**config.mk**
```make
export PLATFORM = sky130hd
export DESIGN_NAME = plugin_dispatch
export DESIGN_NICKNAME = d
export VERILOG_FILES = /design/src/rtl/plugin_dispatch.sv
export SDC_FILE = /design/constraint.sdc
export NUM_CORES = 1
export LEC_CHECK = 0
export ABC_AREA = 1
export BUFFER_PORTS_ARGS = -buffer_cell sky130_fd_sc_hd__buf_4
export CAP_MARGIN = 20
export CORE_MARGIN = 4
export CORE_UTILIZATION = 30
export DETAILED_ROUTE_END_ITERATION = 6
export PLACE_DENSITY = 0.64
export SKIP_CTS_REPAIR_TIMING = 1
export SKIP_LAST_GASP = 1
export SLEW_MARGIN = 20
export SYNTH_ARGS = -nofsm -noshare
export SYNTH_HDL_FRONTEND = slang
export SYNTH_SLANG_ARGS = --single-unit
```
**constraint.sdc**
```tcl
create_clock -name clk -period 1.5 [get_ports clk]
set_input_delay 0.075 -clock clk [delete_from_list [all_inputs] [get_ports clk]]
set_output_delay 0.075 -clock clk [all_outputs]
set_load 0.005 [all_outputs]
```
**src/rtl/plugin_dispatch.sv**
```systemverilog
// Issue/writeback controller between the RS5 execute stage and a start/busy/done
// plugin accelerator: decode, operand capture, watchdog, flush draining, writeback.
//
// state   | meaning
// --------+-------------------------------------------------------------
// S_IDLE  | no plugin op in flight; capture operands/rd on a match
// S_ISSUE | waiting for the plugin to be free, then pulse plug_start
// S_WAIT  | start issued, waiting for plug_done or watchdog expiry
// S_RESP  | one-cycle writeback of result / timeout error
// S_DRAIN | op was flushed after start; swallow the plugin's done
module plugin_dispatch #(
  parameter int TIMEOUT_CYCLES = 1024
) (
  input  logic        clk,
  input  logic        reset_n,
  input  logic        exe_valid,
  input  logic [31:0] exe_instr,
  input  logic [31:0] exe_rs1,
  input  logic [31:0] exe_rs2,
  input  logic        flush,
  output logic        hold,
  output logic        wb_valid,
  output logic [4:0]  wb_rd,
  output logic [31:0] wb_data,
  output logic        plug_err,
  output logic        plug_start,
  output logic [31:0] plug_operand_a,
  output logic [31:0] plug_operand_b,
  input  logic        plug_busy,
  input  logic        plug_done,
  input  logic [31:0] plug_result
);

  localparam int WDW = (TIMEOUT_CYCLES > 2) ? $clog2(TIMEOUT_CYCLES) : 1;
  localparam logic [WDW-1:0] WD_LOAD = WDW'(TIMEOUT_CYCLES - 1);

  typedef enum logic [2:0] {S_IDLE, S_ISSUE, S_WAIT, S_RESP, S_DRAIN} state_t;

  state_t         r_state;
  state_t         w_next;
  logic [31:0]    r_op_a;
  logic [31:0]    r_op_b;
  logic [31:0]    r_result;
  logic [4:0]     r_rd;
  logic           r_err;
  logic [WDW-1:0] r_wdog;

  logic w_match;
  logic w_expire;
  logic w_start;
  logic w_capture;
  logic w_take;
  logic w_timeout;
  logic w_counting;
  logic w_unused;

  assign w_match = exe_valid && (exe_instr[6:0] == 7'b0001011) &&
                   (exe_instr[14:12] == 3'b000) && (exe_instr[31:25] == 7'b0000000);

  // Down-counter reaching zero marks the last cycle the op may occupy ISSUE/WAIT.
  assign w_expire   = (r_wdog == '0);
  assign w_counting = (r_state == S_ISSUE) || (r_state == S_WAIT) || (r_state == S_DRAIN);
  assign w_unused   = ^exe_instr[24:15];

  always_comb begin
    w_next    = r_state;
    w_start   = 1'b0;
    w_capture = 1'b0;
    w_take    = 1'b0;
    w_timeout = 1'b0;
    case (r_state)
      S_IDLE: begin
        if (w_match && !flush) begin
          w_capture = 1'b1;
          w_next    = S_ISSUE;
        end
      end
      S_ISSUE: begin
        w_start = !plug_busy && !plug_done && !w_expire;
        if (flush) begin
          // A start driven this cycle has already reached the plugin, so drain it.
          w_next = w_start ? S_DRAIN : S_IDLE;
        end else if (w_start) begin
          w_next = S_WAIT;
        end else if (w_expire) begin
          w_timeout = 1'b1;
          w_next    = S_RESP;
        end
      end
      S_WAIT: begin
        if (flush) begin
          w_next = S_DRAIN;
        end else if (plug_done) begin
          w_take = 1'b1;
          w_next = S_RESP;
        end else if (w_expire) begin
          w_timeout = 1'b1;
          w_next    = S_RESP;
        end
      end
      S_RESP: begin
        w_next = S_IDLE;
      end
      S_DRAIN: begin
        if (plug_done || w_expire) begin
          w_next = S_IDLE;
        end
      end
      default: begin
        w_next = S_IDLE;
      end
    endcase
  end

  always_ff @(posedge clk or negedge reset_n) begin
    if (!reset_n) begin
      r_state  <= S_IDLE;
      r_op_a   <= '0;
      r_op_b   <= '0;
      r_rd     <= '0;
      r_result <= '0;
      r_err    <= 1'b0;
      r_wdog   <= '0;
    end else begin
      r_state <= w_next;
      if (w_capture) begin
        r_op_a <= exe_rs1;
        r_op_b <= exe_rs2;
        r_rd   <= exe_instr[11:7];
        r_wdog <= WD_LOAD;
      end else if (w_counting && !w_expire) begin
        r_wdog <= r_wdog - 1'b1;
      end
      if (w_capture || w_take) begin
        r_err <= 1'b0;
      end else if (w_timeout) begin
        r_err <= 1'b1;
      end
      if (w_take) begin
        r_result <= plug_result;
      end else if (w_timeout) begin
        r_result <= 32'hFFFF_FFFF;
      end
    end
  end

  assign hold = (w_match && ((r_state == S_IDLE) || (r_state == S_DRAIN))) ||
                (r_state == S_ISSUE) || (r_state == S_WAIT);

  // A flush landing on the response cycle kills the writeback and its error.
  assign wb_valid       = (r_state == S_RESP) && (r_rd != 5'd0) && !flush;
  assign plug_err       = (r_state == S_RESP) && r_err && !flush;
  assign wb_rd          = r_rd;
  assign wb_data        = r_result;
  assign plug_start     = w_start;
  assign plug_operand_a = r_op_a;
  assign plug_operand_b = r_op_b;

endmodule

```
==> flow_summary.yaml <==
grt:
  grt.busiest_layer: "met2"
  met3_usage: 0.0638
  grt_start_max_net_pins: 87
  grt_pass1_wl_mm: 23.3
  gr-usage-met2: 0.232
  grtUsageTotal: 0.146
  antenna_found_initial: 0
  grt_overflow: 0
  grt_pass1_vias: 4591
  grt_util_met1: 0.180
logic_synthesis:
  synth_seq_cells: 115
  synth_nets: 745
  yosysWarningCount: 0
  yosysSeqAreaShare: 0.556
  postSynthCellCount: 610
  postSynthAreaPerCell_um2: 8.48
  synth.distinct_cells: 30
  syn_area_um2: 5170
power:
  total_power_uw: 11300
  ir_worst_vdd_mv: 0.735
  p_per_area_nw_per_um2: 1090
  p_leak_uw: 0.00534
critical_path:
  crit_path_start_kind: "flip-flop"
  crit_slowest_cell: "dfrtp_2"
  crit_buf_inv: 2
  crit_path_cell_trace: "nor2_4, nand2_4, nor3_4, inv_4, clkbuf_16, or2_2, nand2_1, nand2_1"
  reg2reg_slack_ns: -0.14
  endpoint_kind: "flip-flop"
  cpPeakStageDelay_ns: 0.45
  cpMostUsedCell: "nand2_1"
  required_ns: 1.80
  crit_type: "flip-flop to flip-flop"
  crit_family: "simple AND/OR/NAND/NOR gates"
  arrival_ns: 1.94
  critPathMaxFanout: 8
layout:
  drive_above_1_share: 0.476
  layout_commonest_cell: "buf_4"
  final_cell_mix: "buf_4 (263), dfrtp_1 (112), nand2_1 (108)"
  fin_nets: 1147
  fin_util: 0.618
  antennaDiodeCount: 0
  areaGrowthSynthToFinish_pct: 100
sta:
  slew_viol_final: 0
  finalSetupViolations: 110
  setup_ws_ns: -0.141
  max_freq_mhz: 609
  slew-limit-headroom: 0.767
  skew_ns: 0.0135
  tightest_slew_ns: 0.350
  hold_viol: 1
  finalCriticalPeriod_ns: 1.64
  setup_tns_ns: -6.40
  holdWs_ns: -0.00915
  rsz0062_at_grt: "yes"
  fin_crit_sh: 1.09
floorplan:
  die_h_um: 139
  coreArea_um2: 16800
  io_pins: 239
  die_w_um: 139
  initial_core_util: 0.309
  dieArea_um2: 19400
  num_rows: 47
drt:
  dr.pass1.iters: 6
  dr_total_vias: 5636
  wl_per_cell_um: 15.9
  drt_iter0_drc: 219
  ant_nets: 0
  avgViaCountPerCell: 4.53
  finalWirelength_mm: 19.7
  route.detailed.drc: 0
hold_path:
  worst_hold_path_type: "input port to flip-flop"
clocking:
  root_buffer: "clkbuf_16"
  htree_levels: 4
  clockBufferDepth: 2
  clock_latency_ns: 0.41
  clk_pin_slew_ns: 0.06
  cts_sinks: 115
  cts_tree: "yes"
  cts_buffers: 17
place:
  place_ws_ns: -0.0736
  dpl.hpwl_mm: 10.7
  gp_congestion: 0.793
  port-buffer-count: 228
job:
  cap_viol_max_count: 0
status:
  violations: "hold timing, setup timing"
  status: "finished, violations left"
==> cell usage after synthesis, drive strengths merged <==
cell type    n  area, um2
nand4        6       43.8
ha           1       12.5
o211ai       1       7.51
a21oi        2       10.0
a31oi        1       6.26
buf         21        169
inv         92        345
nor3b        1       7.51
clkbuf       8       30.0
a21o         1       7.51
nand3       52        265
nor2        23        104
or2         32        200
o21ai       74        370
dfrtp      115       2880
nor3         4       25.0
nand2      173        657
nand3b       3       35.0
==> metal layers <==
layer / vias to the layer above / share of wire
met5: - / 0
met4: 0 / 0.017
met3: 32 / 0.064
met2: 203 / 0.53
met1: 2684 / 0.39
li1: 2717 / -
==> sequential cells by signal (all words and copies together), names as in the netlist <==
| signal | cells |
|---|---|
| r_wdog | 10 |
| wb_rd | 5 |
| r_err | 1 |
| r_state | 3 |
| plug_operand_a | 32 |
| wb_data | 32 |
| plug_operand_b | 32 |
==> through the flow <==
| stage | cell area, um2 | instances | hold WS [ns] |
|---|---|---|---|
| 2_1_floorplan | 5170 | 610 | -0.221 |
| 3_3_place_gp | 7360 | 1071 | 0.0122 |
| 3_5_place_dp | 7360 | 1071 | 0.00914 |
| 4_1_cts | 8030 | 1102 | -0.433 |
| 5_1_grt | 10400 | 1244 | 0.00523 |
| 6_report | 10400 | 1244 | -0.00915 |
==> tightest hold or removal path: stages <==
cell	delay [ns]
buf_4	0.08
or2_0	0.11
nand2_1	0.06
nand2_1	0.05
==> where the power goes <==
group	switching, uW	internal, uW	total (uW)	leakage [uW]
logic	1170	1560	2730	0.00354
registers	326	3600	3920	0.00148
clock network	1500	3150	4660	0.000322
==> logic make-up (layout without fill, tap and decap cells) <==
group	Yosys count	after routing	share of synthesized area
AO/OA/AOI/OAI	79	79	0.0776
adder cells (fa/ha/maj)	1	1	0.00242
buffers and inverters	121	535	0.105
flip-flops	115	115	0.556
AND/OR/NAND/NOR	294	294	0.259
==> final timing paths <==
path,start,to,depth (start not counted)
max,r_state[0]$_DFFE_PN0P_,wb_data[20]$_DFFE_PN0P_,8
min,plug_result[30],wb_data[30]$_DFFE_PN0P_,4
max reg2reg,r_state[0]$_DFFE_PN0P_,wb_data[20]$_DFFE_PN0P_,8
min reg2reg,r_wdog[7]$_DFFE_PN0P_,r_wdog[7]$_DFFE_PN0P_,2
max in group asynchronous,reset_n,plug_operand_a[6]$_DFFE_PN0P_,3
min in group asynchronous,reset_n,r_state[0]$_DFFE_PN0P_,2
==> cell type report <==
class | count | area (um2)
Sequential cell | 115 | 2880
Multi-Input combinational cell | 374 | 2260
Fill cell | 1313 | 6410
Clock buffer | 18 | 439
Timing Repair Buffer | 412 | 3910
Clock inverter | 13 | 231
Tap cell | 220 | 275
Inverter | 92 | 353
Note: power is estimated with default switching activity, not from simulation.
